===== config.mk =====
export PLATFORM = sky130hd
export DESIGN_NAME = adder_result_stage
export DESIGN_NICKNAME = d
export VERILOG_FILES = /design/src/rtl/adder_pkg.sv /design/src/rtl/result_fifo2.sv /design/src/rtl/adder_result_stage.sv
export SDC_FILE = /design/constraint.sdc
export NUM_CORES = 1
export LEC_CHECK = 0
export ABC_CLOCK_PERIOD_IN_PS = 4830
export CAP_MARGIN = 15
export CORE_ASPECT_RATIO = 1.2
export CORE_MARGIN = 2
export CORE_UTILIZATION = 30
export DETAILED_ROUTE_END_ITERATION = 16
export DONT_BUFFER_PORTS = 1
export GPL_TIMING_DRIVEN = 0
export PLACE_DENSITY = 0.49
export SLEW_MARGIN = 25
export SYNTH_ARGS = -nofsm -noshare
export SYNTH_HDL_FRONTEND = slang
export SYNTH_SLANG_ARGS = --single-unit

===== constraint.sdc =====
create_clock -name clk -period 4.83 [get_ports clk]
set_input_delay 0.7245 -clock clk [delete_from_list [all_inputs] [get_ports clk]]
set_output_delay 0.7245 -clock clk [all_outputs]
set_load 0.005 [all_outputs]

===== src/rtl/adder_pkg.sv =====
// Shared definitions for the adder result path: flag layout, entry type, FIFO states
// and the saturation constants.
package adder_pkg;

    localparam int unsigned FLAG_N = 3;
    localparam int unsigned FLAG_Z = 2;
    localparam int unsigned FLAG_C = 1;
    localparam int unsigned FLAG_V = 0;
    localparam int unsigned FLAG_W = 4;

    localparam int unsigned MAX_W = 64;
    localparam int unsigned DEF_N = 32;

    typedef logic [FLAG_W-1:0] flags_t;

    typedef struct packed {
        logic [DEF_N-1:0] result;
        flags_t           flags;
    } entry_t;

    typedef enum logic [1:0] {StEmpty, StOne, StFull} fifo_state_e;

    // Largest positive N-bit two's-complement value, zero-extended to MAX_W.
    function automatic logic [MAX_W-1:0] max_pos(input int unsigned n);
        logic [MAX_W-1:0] r;
        r = '0;
        for (int unsigned i = 0; i < MAX_W; i++) begin
            if (i < n - 1) r[i] = 1'b1;
        end
        return r;
    endfunction

    function automatic logic [MAX_W-1:0] max_neg(input int unsigned n);
        logic [MAX_W-1:0] r;
        r = '0;
        for (int unsigned i = 0; i < MAX_W; i++) begin
            if (i == n - 1) r[i] = 1'b1;
        end
        return r;
    endfunction

endpackage


===== src/rtl/result_fifo2.sv =====
// Generic 2-entry skid FIFO; in_ready depends only on occupancy and reset.
module result_fifo2
    import adder_pkg::*;
#(
    parameter int unsigned W = 36
) (
    input  logic         i_clk,
    input  logic         i_rst,
    input  logic         i_valid,
    output logic         o_ready,
    input  logic [W-1:0] i_data,
    output logic         o_valid,
    input  logic         i_ready,
    output logic [W-1:0] o_data
);

    fifo_state_e  r_state;
    fifo_state_e  w_state_d;
    logic [W-1:0] r_mem [2];
    logic         r_wptr;
    logic         r_rptr;
    logic         w_push;
    logic         w_pop;

    assign w_push = i_valid && o_ready;
    assign w_pop  = o_valid && i_ready;

    always_ff @(posedge i_clk) begin
        if (i_rst) r_state <= StEmpty;
        else       r_state <= w_state_d;
    end

    always_comb begin
        w_state_d = r_state;
        unique case (r_state)
            StEmpty: if (w_push) w_state_d = StOne;
            StOne: begin
                if (w_push && !w_pop)      w_state_d = StFull;
                else if (!w_push && w_pop) w_state_d = StEmpty;
            end
            StFull:  if (w_pop) w_state_d = StOne;
            default: w_state_d = StEmpty;
        endcase
    end

    always_comb begin
        o_ready = (r_state != StFull) && !i_rst;
        o_valid = (r_state != StEmpty);
        o_data  = r_mem[r_rptr];
    end

    always_ff @(posedge i_clk) begin
        if (i_rst) begin
            r_mem[0] <= '0;
            r_mem[1] <= '0;
            r_wptr   <= 1'b0;
            r_rptr   <= 1'b0;
        end else begin
            if (w_push) begin
                r_mem[r_wptr] <= i_data;
                r_wptr        <= ~r_wptr;
            end
            if (w_pop) r_rptr <= ~r_rptr;
        end
    end

endmodule


===== src/rtl/adder_result_stage.sv =====
// Registered output stage for the skip-carry adder: optional saturation, NZCV flags,
// a 2-entry skid buffer and a saturating overflow counter.
module adder_result_stage
    import adder_pkg::*;
#(
    parameter int unsigned N     = 32,
    parameter int unsigned SAT   = 0,
    parameter int unsigned CNT_W = 16
) (
    input  logic             clk,
    input  logic             rst,
    input  logic             in_valid,
    output logic             in_ready,
    input  logic [N-1:0]     sum,
    input  logic             cout,
    input  logic             of,
    output logic             out_valid,
    input  logic             out_ready,
    output logic [N-1:0]     out_result,
    output logic [3:0]       out_flags,
    output logic [CNT_W-1:0] ovf_count,
    input  logic             clr_count
);

    localparam logic [MAX_W-1:0] POS_FULL = max_pos(N);
    localparam logic [MAX_W-1:0] NEG_FULL = max_neg(N);
    localparam logic [N-1:0]     SAT_POS  = POS_FULL[N-1:0];
    localparam logic [N-1:0]     SAT_NEG  = NEG_FULL[N-1:0];

    logic [N-1:0]        w_result;
    flags_t              w_flags;
    logic [N+FLAG_W-1:0] w_entry_in;
    logic [N+FLAG_W-1:0] w_entry_out;
    logic                w_push;
    logic [CNT_W-1:0]    r_cnt;
    logic [CNT_W-1:0]    w_cnt_base;
    logic [CNT_W-1:0]    w_cnt_d;

    // A set sign bit on an overflowed sum means two positives wrapped negative.
    always_comb begin
        w_result = sum;
        if ((SAT != 0) && of) w_result = sum[N-1] ? SAT_POS : SAT_NEG;
        w_flags         = '0;
        w_flags[FLAG_N] = w_result[N-1];
        w_flags[FLAG_Z] = (w_result == '0);
        w_flags[FLAG_C] = cout;
        w_flags[FLAG_V] = of;
    end

    assign w_entry_in = {w_result, w_flags};
    assign w_push     = in_valid && in_ready;

    result_fifo2 #(
        .W (N + FLAG_W)
    ) u_fifo (
        .i_clk   (clk),
        .i_rst   (rst),
        .i_valid (in_valid),
        .o_ready (in_ready),
        .i_data  (w_entry_in),
        .o_valid (out_valid),
        .i_ready (out_ready),
        .o_data  (w_entry_out)
    );

    assign out_result = w_entry_out[N+FLAG_W-1:FLAG_W];
    assign out_flags  = w_entry_out[FLAG_W-1:0];

    always_comb begin
        w_cnt_base = clr_count ? '0 : r_cnt;
        w_cnt_d    = w_cnt_base;
        if (w_push && of && (w_cnt_base != {CNT_W{1'b1}})) w_cnt_d = w_cnt_base + 1'b1;
    end

    always_ff @(posedge clk) begin
        if (rst) r_cnt <= '0;
        else     r_cnt <= w_cnt_d;
    end

    assign ovf_count = r_cnt;

endmodule


; ---- Yosys cells after proc, flatten, opt, wreduce, memory -nomap -nowiden
; Memories as Yosys holds them, arrays and structs flattened. A register that Yosys moved wholly into a read port is not among the register bits.
; Cells that the tools add are included.
[word_totals]
ff_bits = 20
mem_bits_rw = 72
output_inout_bits = 54
word_cells = 47
n_memories = 1
[op_classes]
add_sub_neg = 1
eq_ne = 7
muxes = 17
bitwise = 2
reduce_logical = 15
[mem_list]
columns = name, depth, width, rd, rd_clocked_by_memory_dff, wr, line_no
row1 = u_fifo.r_mem, 2, 36, 1, 1, 2, result_fifo2.sv:19  ; logic [W-1:0] r_mem [2];
[op_table]
columns = operator, n
row1 = 2-to-1 mux 36 bit, 1
row2 = OR reduction 36 bit, 1
row3 = logical NOT 32 bit, 1
row4 = 2-to-1 mux 16 bit, 2
row5 = adder 16 x 1 -> 16 bit (second input constant), 1
row6 = inequality test 16 bit (second input constant), 1
row7 = 2-to-1 mux 1 bit, 9
row8 = 2-to-1 mux 2 bit, 4
row9 = logical AND 1 bit, 7
row10 = one-hot mux 2 bit (3 select lines), 1
row11 = inequality test 2 x 1 -> 1 bit (second input constant), 2
row12 = logical NOT 1 bit, 3
row13 = inequality test 3 x 1 -> 1 bit (second input constant), 1
row14 = AND reduction 3 bit, 1
row15 = equality test 2 x 1 -> 1 bit (second input constant), 1
row16 = equality test 2 bit (second input constant), 1
row17 = logical NOT 2 bit, 1
row18 = inequality test 2 bit (second input constant), 1
row19 = NOT 1 bit, 2
row20 = nonzero test 2 bit, 1

; ---- Logic depth before layout (Yosys ltp)
[logic_depth]
ltp_word = 8
depth_mapped = 6
mapped_depth_nobuf = 4

; ---- By module
; A second synthesis with hierarchy kept.
[hier_totals]
hier_cells = 382
hier_area_um2 = 4443.0
[modules_own_cells]
columns = module, n_inst, cells_per_inst, area_per_inst_um2
row1 = result_fifo2, 1, 261, 3382.0
row2 = adder_result_stage, 1, 121, 1061.0

; ---- Worst setup path before layout
; OpenSTA, ideal clock, no wires.
[synth_timing]
kind = input port to flip-flop
start = input in_valid
end = memory u_fifo.r_mem[0][0], enable pin
setup_ns = 0.476
t_arrival_ns = 3.645
t_required_ns = 4.354
path_slack_ns = 0.709
stages = 3
n_path_buf = 0
path_cell_list = nor2b_1 -> nand2_1 -> o21ai_0
[synth_lines]
columns = item, line_no
row1 = "start, declared", adder_result_stage.sv:12  ; input logic in_valid,
row2 = "end, declared", result_fifo2.sv:19

==> run summary <==
At the end of the flow the core is filled with cells to 35.3%. IR analysis of the VDD net gives a maximum drop of 0.171 mV. The tree built by TritonCTS fans out to 91 sinks. The top cell type by area accounts for 49.8% of the synthesized area. The antenna cell count is 0, and the average via count per standard cell is 5.09.

The initial utilization of the core area, before any placement, comes to 30.7%. The tools report the count of nets left with antenna violations after detail routing as 0. The final period utilization was 57.7%; the x dimension of the die was 112 microns. The post-CTS repair timing setup buffer count is 0.

The run gives 2,717 as the via count of the first global-routing pass. The tools report the met1 wire length as 4.10 mm. The run gives 0 as the count of hold-fix buffers inserted at cts.

Buffers inserted during clock tree synthesis total 9. The area occupied by registers was 2520 sq um; the post-synthesis to final-layout area growth was 15.0%. Input and output buffers added on the ports amount to 0.

The run gives 1610 sq um as the area of the multi-input gates. Along the worst path, the maximum fanout reaches 10. After synthesis, the cell types taking the most area are sky130_fd_sc_hd__edfxtp_1 50%, sky130_fd_sc_hd__and2_1 10%, sky130_fd_sc_hd__dfxtp_1 10%. The number of antenna violations at the first check in global routing was 0; the number of max-capacitance violations reported was 0.

The tools report the depth of the CTS H-tree as 3. The number of register bits inferred by synthesis is 91, and the mapped cell area is 4220 sq um. In this run the tightest slew margin relative to its limit is 37.4%. Entering global routing, the biggest net connects 27 pins.

Clock skew on the completed layout was measured at 0.00665 ns. The startpoint identified for the worst register-to-register timing path is u_fifo.r_state[0]. The wire length of the first global-routing pass is 15.6 mm, and the total iterations of the first detailed-routing run is 4. Average wire length per cell after detail routing: 18.9 microns. After detailed placement, the total cell area comes to 4530 sq um. The number of slew-limit violations in the final report was 0; the violation count after the first detailed-routing iteration was 154.

STA puts the critical path data arrival time at 2.06 ns. TritonCTS built the clock tree. The tools report the number of endpoints failing setup at the final stage as 0. Across every metal layer, demand over resource in global routing totals 13.6%. The tools report the number of hold violations in the final report as 0.

The path type of the worst setup path was register to primary output. STA classifies the critical path endpoint as a primary output. The logs give 897 microns for the amount of wire on met3 after detailed routing and 13,800 sq um for the core outline area. The number of cells on the worst reg-to-reg path was 6; the number of placed instances, taps included was 513. At the end of the flow, the number of nets in the layout was 392.

The tools report the count of cells resized by post-cts repair as 0. The flow ran to the end, and the final reports show no timing, DRC or antenna violations. After detailed routing, the number of remaining DRC violations is 0.

Synthesis produced a netlist with a net count of 378. Once detailed placement completed, the half-perimeter wirelength came to 6.93 mm. The total global routing overflow came out at 0. Setup repair after global routing left no endpoint under its margin. Signal routing reaches up to met4.

During I/O placement, the number of pins put on the boundary was 93. The later pin in the worst-skew pair is clocked with a latency of 0.34 ns. After clock tree synthesis, the clock-pin slew on the worst setup and hold paths is 0.07 ns. The finished layout holds 529 standard cells, fillers aside. At the pin with the least slew margin, the transition time is 0.930 ns. Root cell of the clock tree: sky130_fd_sc_hd__clkbuf_16. For this design the ratio of total power to cell area is 376 nW/um^2. The layout cell share with drive strength beyond 1 was 17.6%; the number of distinct library cells after synthesis was 44. Maximum clock frequency: 359 MHz. Die footprint: 15,000 sq um.

For this run, the number of Yosys warnings is 0. After technology mapping, the gate count stands at 339. The post-layout total power came out at 0.00182 W. After floorplanning, the core was divided into 47 placement rows. In this run the worst hold path is classified as input pin to register. The leakage dissipation came out at 1.68 nW. The clock tree buffer depth is 2. After routing the design area is 4850 sq um. Fill cells in the final layout number 1,411. The final route contains 2,691 vias. The setup check on the worst reg-to-reg path leaves a slack of 2.65 ns.

The run gives 0.450 ns as the post-route worst hold slack. The critical path ends at out_result[7]. The kind of launch point of the worst setup path is a register. The required time of the worst setup path was 4.11 ns. The biggest area contributor in the post-synthesis netlist is sky130_fd_sc_hd__edfxtp_1. The endpoint identified for the worst register-to-register timing path is ovf_count[14].

After synthesis, the mean cell area works out to 12.4 sq um. After layout, the minimum clock period comes to 2.79 ns. The weighted congestion reported at the end of routability-driven placement was 0.849; the final routed wirelength across all metal layers was 9.99 mm. Detailed routing placed a total of 4.93 mm of wire on met2.

The tools report the register area share after synthesis as 59.8%. From bottom edge to top edge, the die measures 134 microns.
layout by cell type, fill, tap and decap left out, drive strengths merged, types with 2 or more instances in the layout:
| master | instances |
|---|---|
| a2111o | 2 |
| a211oi | 5 |
| a21oi | 8 |
| and2 | 68 |
| and3 | 4 |
| buf | 6 |
| bufinv | 2 |
| clkbuf | 26 |
| clkinv | 3 |
| dfxtp | 21 |
| edfxtp | 70 |
| inv | 8 |
| mux2 | 35 |
| mux2i | 8 |
| nand2 | 16 |
| nand3 | 5 |
| nand4 | 5 |
| nor2 | 10 |
| nor2b | 2 |
| nor3 | 6 |
| nor3b | 2 |
| nor4 | 14 |
| nor4b | 2 |
| o21ai | 2 |
| o311ai | 2 |
| o41ai | 2 |
| or3 | 7 |
| or4 | 3 |
| xor2 | 2 |
through the flow:
step                setup slack [ns]  TNS, ns
finish                          2.04        0
global route                    1.89        0
CTS                             1.99        0
detailed placement              2.27        0
global placement               -1.14   -39.75
floorplan                      0.709        0
power by group:
group          internal [W]  switching [W]  total, W  leakage [nW]
combinational     0.0000642      0.0000859  0.000150         0.619
sequential         0.000888      0.0000105  0.000899         0.903
clock              0.000459       0.000317  0.000775         0.158
registers in the layout, indices dropped and copies added (netlist names), named ones only:
signal / flops
ovf_count: 16
u_fifo.r_rptr: 1
u_fifo.r_mem: 70
u_fifo.r_wptr: 1
u_fifo.r_state: 2
how the worst min path moves through the flow:
stage	start	endpoint	slack, ns	depth (start not counted)
3_5_place_dp	u_fifo.r_rptr	register	0.50	2
4_1_cts	out_ready	u_fifo.r_state[1]	0.44	1
2_1_floorplan	u_fifo.r_rptr	register	0.47	2
5_1_grt	out_ready	u_fifo.r_state[1]	0.43	1
6_report	out_ready	u_fifo.r_state[1]	0.45	1
3_3_place_gp	u_fifo.r_rptr	u_fifo.r_rptr	0.49	2
area by class of cell:
cell class	instances	area share, %
multi-input combinational	222	33.1
buffer	20	1.81
timing repair buffer	3	1.55
tap	171	4.41
clock buffer	9	4.64
sequential	91	52.0
clock inverter	7	2.04
inverter	6	0.464
critical path: stages (launching register included):
cell and delay [ns]:
sky130_fd_sc_hd__dfxtp_1 0.31, sky130_fd_sc_hd__clkbuf_1 0.40, sky130_fd_sc_hd__buf_1 0.56, sky130_fd_sc_hd__mux2_2 0.45
cell usage after synthesis:
master                      count
sky130_fd_sc_hd__a31oi_1        1
sky130_fd_sc_hd__clkbuf_1      16
sky130_fd_sc_hd__nor4_1        14
sky130_fd_sc_hd__buf_1          1
sky130_fd_sc_hd__xor2_1         2
sky130_fd_sc_hd__or4_1          3
sky130_fd_sc_hd__nor3_1         6
sky130_fd_sc_hd__mux2i_1        8
sky130_fd_sc_hd__clkinv_1       1
sky130_fd_sc_hd__buf_4          1
sky130_fd_sc_hd__or3b_2         1
sky130_fd_sc_hd__buf_6          1
sky130_fd_sc_hd__nor2_1        10
sky130_fd_sc_hd__nand3_1        4
sky130_fd_sc_hd__or3_1          7
sky130_fd_sc_hd__nand2b_1       1
sky130_fd_sc_hd__inv_1          5
sky130_fd_sc_hd__clkbuf_2       1
sky130_fd_sc_hd__o21ai_0        2
sky130_fd_sc_hd__a21oi_1        8
sky130_fd_sc_hd__o21a_1         1
sky130_fd_sc_hd__nor3b_1        2
sky130_fd_sc_hd__and2_1        68
sky130_fd_sc_hd__a21o_1         1
sky130_fd_sc_hd__and3_1         4
sky130_fd_sc_hd__a311o_1        1
sky130_fd_sc_hd__nand2_1       16
sky130_fd_sc_hd__nand4_1        5
sky130_fd_sc_hd__o311ai_0       2
sky130_fd_sc_hd__o2111ai_1      1
sky130_fd_sc_hd__a2111o_1       2
sky130_fd_sc_hd__o22a_1         1
sky130_fd_sc_hd__nor2b_1        2
sky130_fd_sc_hd__or2_2          1
sky130_fd_sc_hd__dfxtp_1       21
sky130_fd_sc_hd__a211oi_1       5
sky130_fd_sc_hd__nor4b_1        2
sky130_fd_sc_hd__mux2_2        35
sky130_fd_sc_hd__o41ai_1        2
sky130_fd_sc_hd__and4_1         1
sky130_fd_sc_hd__nand4b_4       1
sky130_fd_sc_hd__edfxtp_1      70
sky130_fd_sc_hd__nand3_2        1
sky130_fd_sc_hd__nand3b_1       1
per-layer routing:
metal | track usage [%] | up-vias
li1 | - | 1284
met1 | 15.9 | 1313
met2 | 22.4 | 89
met3 | 6.15 | 5
met4 | 3.93 | 0
met5 | 0 | -
cells by family after synthesis:
family / share of synthesized area, %
xor+xnor: 0.415
flops: 59.8
compound gates: 4.60
mux: 11.2
simple gates: 21.3
buf+inv: 2.61
No activity file was read; power rests on OpenSTA's default activity.
==> RTL change 1: new RTL, same flow settings <==
Set the parameter `CNT_W` to 32 (it was 16).
--- a/src/rtl/adder_result_stage.sv
+++ b/src/rtl/adder_result_stage.sv
@@ -7,3 +7,3 @@
     parameter int unsigned SAT   = 0,
-    parameter int unsigned CNT_W = 16
+    parameter int unsigned CNT_W = 32
 ) (
Ports: changed (resized ovf_count); port bits go from 93 to 109. The function was not compared with the original's and may differ.
==> RTL change 1 against the original RTL <==
- non-clock buffer count unchanged
- clock power about the same
- register-to-register slack got worse by 490 ps
- maximum frequency increased by 0.75%
- critical path depth unchanged
- cell area increased by 16%
- area after synthesis increased by 19%
- synthesized cell count increased by 31%
- routed wire length increased by 25%
- sequential cell count increased by 16
- total power increased by 7.1%
- setup slack improved by 21 ps
- highest routed layer unchanged
==> RTL change 1: results (changes against the original RTL) <==
* Largest net degree at the start of global routing at 36 (+33%)
* Initial antenna violation count at 0 (unchanged)
* WP data arrival at 2040 ps (-20 ps)
* Overall routing resource usage at 14.1% (+0.54 points)
* Yosys warns at 0 (unchanged)
* Crit-path slowest cell: clkbuf_1
* Max incr delay on CP at 530 ps (-30 ps)
* Post-CTS Setup Inserts at 0 (unchanged)
* 1st-iter DRT viols at 169 (+9.7%)
* Synth top area cells: edfxtp_1 (42%), dfxtp_1 (15%), mux2_2 (8.8%)
* Gp weighted congestion at 0.775 (-8.8%)
* Biggest register: u_fifo.r_mem
* Post-synth EDFFs at 70 (unchanged)
* Status: completed
* DR WL/cell at 18.6 µm (-1.4%)
* Synth unique cells at 43 (-2.3%)
* Pre-antenna DRT Iters at 4 (unchanged)
* Most used flip-flop cell after synthesis: edfxtp_1
* Max FFs per register at 70 (unchanged)
* Clk slew on worst S/H paths at 70 ps (about the same)
* Clk_skew at 8.70 ps (+2.05 ps)
* Crit path max fanout at 10 (unchanged)
* Asr flop ratio synth at 0% (unchanged)
* Synth Net Count at 482 (+28%)
* H-tree lvl count at 3 (unchanged)
* CP delay by family, top: buffers and inverters
* Nets at 494 (+26%)
* Vias in the first global route at 3343 (+23%)
* Post-CTS sizing at 0 (unchanged)
* Met1 usage at 15.7% (-0.27 points)
* Clk Latency, worst-skew pair at 350 ps
* Global-route wire length before repair at 19000 µm (+22%)
* Seq/Total Area, Yosys at 56.8% (-3.0 points)
* Slew @ Worst Pin at 941 ps (+10.2 ps)
* Dpl ws at 1630 ps (-643 ps)
* Filler cells at 1633 (+16%)
* Tightest Hold Check Type: primary input to register
* Num CTS Buffers at 9 (unchanged)
* Count of input and output buffers at 0 (unchanged)
* Core Area at 16300 µm² (+18%)
* Detailed-route vias per instance at 5.22 (+2.6%)
* Top cells by count, synth: edfxtp_1 (70), and2_1 (69), mux2_2 (39)
* Dpl hpwl at 8990 µm (+30%)
* Clk buf depth at 2 (unchanged)
* Root Driver: clkbuf_16
* Grt met2 use at 24.2% (+1.8 points)
* Share of cells above drive strength 1 at 14.6% (-3.0 points)
* Met3 Use GR at 6.07% (-0.072 points)
* Inserted Diodes at 0 (unchanged)
* Max IR drop VDD at 0.000139 V (-19%)
* Net Switching at 0.425 mW (+3.0%)
* Leak at 1.88 nW (+12%)
* Max Cap Violations at 0 (unchanged)
-- RTL change 1: cell count changes after synthesis, moves of 5 or more --
cell     unedited run  this run
nor2_1             10        15
nand2_1            16        23
a21oi_1             8        28
nor2b_1             2         7
nand4_1             5        15
mux2i_1             8         0
dfxtp_1            21        37
o21ai_0             2        18
or3_1               7        20
-- RTL change 1: final cells by class --
cell class / instances / area [µm²] / share of cell area (%)
Sequential cell: 107 / 2840 / 50.6
Multi-Input combinational cell: 307 / 2060 / 36.6
Tap cell: 212 / 265 / 4.72
Clock buffer: 10 / 229 / 4.08
Buffer: 22 / 87.6 / 1.56
Clock inverter: 6 / 80.1 / 1.43
Timing Repair Buffer: 1 / 27.5 / 0.490
Inverter: 7 / 26.3 / 0.468
-- RTL change 1: per-stage QoR --
stage / cells / utilization (%) / area [µm²]
2_1_floorplan: 443 / - / 5000
3_3_place_gp: 655 / 32.4 / 5270
3_5_place_dp: 656 / 32.6 / 5310
4_1_cts: 672 / 34.5 / 5610
5_1_grt: 672 / 34.5 / 5610
6_report: 672 / 34.5 / 5610
-- RTL change 1: metal layers --
metal,part of all wire (%),vias up
met4,1.6,0
li1,-,1672
met5,0,-
met2,50,120
met3,10,14
met1,38,1702
-- RTL change 1: power groups by stage --
stage	logic, mW	registers, mW	clock network (mW)
floorplan	0.103	1.05	0
global placement	0.141	1.06	0
detailed placement	0.147	1.05	0
CTS	0.148	1.03	0.798
global route	0.156	1.04	0.836
finish	0.143	1.03	0.777
-- RTL change 1: final timing paths --
path	endpoint	startpoint	cells after the start	slack (ps)
setup / recovery	out_result[23]	register	3	2060
hold / removal	u_fifo.r_state[1]$_SDFFE_PP0P_	out_ready	1	450
setup reg to reg	u_fifo.r_mem[1][30]$_SDFFCE_PN0P_	u_fifo.r_state[1]$_SDFFE_PP0P_	5	2160
hold reg to reg	register	u_fifo.r_rptr$_SDFFE_PP0P_	2	500
-- RTL change 1: cell families after synthesis --
group / Yosys count / share of synthesized area (%)
simple gates: 202 / 24.1
mux: 39 / 8.78
xor+xnor: 3 / 0.525
flops: 107 / 56.8
buf+inv: 29 / 2.28
compound gates: 63 / 7.43
==> RTL change 2: new RTL, same settings <==
Without the edit above. Register the output `out_flags`, with the module's reset; this adds one clock of latency there. The other outputs are not delayed to match.
--- a/src/rtl/adder_result_stage.sv
+++ b/src/rtl/adder_result_stage.sv
@@ -66,3 +66,9 @@
     assign out_result = w_entry_out[N+FLAG_W-1:FLAG_W];
-    assign out_flags  = w_entry_out[FLAG_W-1:0];
+    always_ff @(posedge clk) begin
+        if (rst) begin
+            out_flags <= '0;
+        end else begin
+            out_flags <= w_entry_out[FLAG_W-1:0];
+        end
+    end
 
Check against the original RTL: not equivalent (Yosys sat finds a counterexample within 4 cycles, from zero or initial values and one cycle with rst high).
==> RTL change 2 against the original RTL <==
- routed wire length fell by 3.1%
- cell area is 1.6% higher
- first-iteration DRC count down 29%
- global-route usage fell by 0.71 points
- total power grew 2.3%
- setup slack got worse by 150 ps
- sequential cell count up 4
- area after synthesis grew 4.0%
==> RTL change 2: results (changes against the original RTL) <==
* Register area at 2600 µm² (+3.2%)
* Share of cells above drive strength 1 at 23.5% (+5.9 points)
* Synth Net Count at 397 (+5.0%)
* Reg2reg setup slack at 2340 ps (-310 ps)
* Clkbuf count at 14 (+5)
* Sink Count at 95 (+4.4%)
* Final-layout non-clock buffer area share at 6.17% (+2.8 points)
* Gp weighted congestion at 0.744 (-12%)
* Inserted Diodes at 0 (unchanged)
* Multi-input logic portion of the cell area at 29.8% (-3.3 points)
* #MultiIn Comb at 213 (-4.1%)
* Global-route wire length before repair at 14700 µm (-5.6%)
* Slew headroom at 36.0% (-1.4 points)
* Worst r2r src: u_fifo.r_state[1]$_SDFFE_PP0P_
* Max IR drop VDD at 0.000131 V (-23%)
* RR Endpoint: u_fifo.r_mem[0][17]$_SDFFCE_PN0P_
* DR WL/cell at 17.6 µm (-6.6%)
* Synth top area cells: edfxtp_1 (48%), dfxtp_1 (11%), and2_1 (10%)
* Buffers, non-clock at 47 (+100%)
* Net Switching at 0.391 mW (-5.3%)
* Largest net degree at the start of global routing at 36 (+33%)
* Crit-path slowest cell: buf_1
* 1st-iter DRT viols at 109 (-29%)
* Top cells by count, synth: and2_1 (70), edfxtp_1 (70), buf_4 (32), mux2_2 (32), dfxtp_1 (25)
* Leak at 1.78 nW (+6.1%)
* Dpl hpwl at 6600 µm (-4.8%)
* Filler cells at 1433 (+1.6%)
* Mux share of post-synthesis cell area at 9.13% (-2.1 points)
* Status: completed
* Inverter count at 3 (-3)
* Clock network area share at 6.58% (-0.11 points)
* Max incr delay on CP at 590 ps (+30 ps)
* Synth unique cells at 41 (-6.8%)
* Clk_skew at 5.79 ps (-0.868 ps)
* Xor and xnor area share after synthesis at 0.999% (+0.58 points)
* WP data arrival at 2210 ps (+150 ps)
* Seq/Total Area, Yosys at 59.3% (-0.46 points)
* Nets at 408 (+4.1%)
-- RTL change 2: changes by cell type in the layout (fill, tap and decap cells not counted), moves of 4 or more --
cell | unedited run | this run
buf_4 | 1 | 32
nor2_1 | 10 | 18
or3_1 | 7 | 1
o21ai_0 | 1 | 6
dfxtp_1 | 21 | 25
mux2i_1 | 8 | 4
nand2_1 | 15 | 11
-- RTL change 2: per-stage QoR --
stage	utilization, %	std cells	hold slack [ps]	setup WS, ps	instance area, µm²
floorplan	-	358	453	2540	4390
global placement	32.1	533	468	2000	4600
detailed placement	32.1	533	479	1990	4600
CTS	34.3	549	440	1780	4930
global route	34.3	549	444	1740	4930
finish	34.3	549	459	1890	4930
-- RTL change 2: power by group through the flow --
stage	logic (mW)	clock network [mW]	registers, mW
floorplan	0.136	0	0.951
global placement	0.170	0	0.955
detailed placement	0.172	0	0.957
CTS	0.173	0.784	0.939
global route	0.183	0.811	0.944
finish	0.166	0.762	0.939
-- RTL change 2: how the worst max path moves through the flow --
stage	end	slack, ps	cells after the start
2_1_floorplan	ovf_count[10]$_SDFF_PP0_	2540	6
3_3_place_gp	u_fifo.r_mem[0][7]$_SDFFCE_PN0P_	2000	4
3_5_place_dp	u_fifo.r_mem[0][7]$_SDFFCE_PN0P_	1990	4
4_1_cts	out_result[24]	1780	4
5_1_grt	out_result[24]	1740	4
6_report	out_result[24]	1890	4
-- RTL change 2: metal layers --
| metal | GRT usage (%) | vias to the layer above | part of all wire, % |
|---|---|---|---|
| met3 | 4.68 | 14 | 7.3 |
| li1 | - | 1263 | - |
| met1 | 14.2 | 1259 | 41 |
| met4 | 6.91 | 0 | 2.6 |
| met2 | 21.6 | 79 | 49 |
| met5 | 0 | - | 0 |
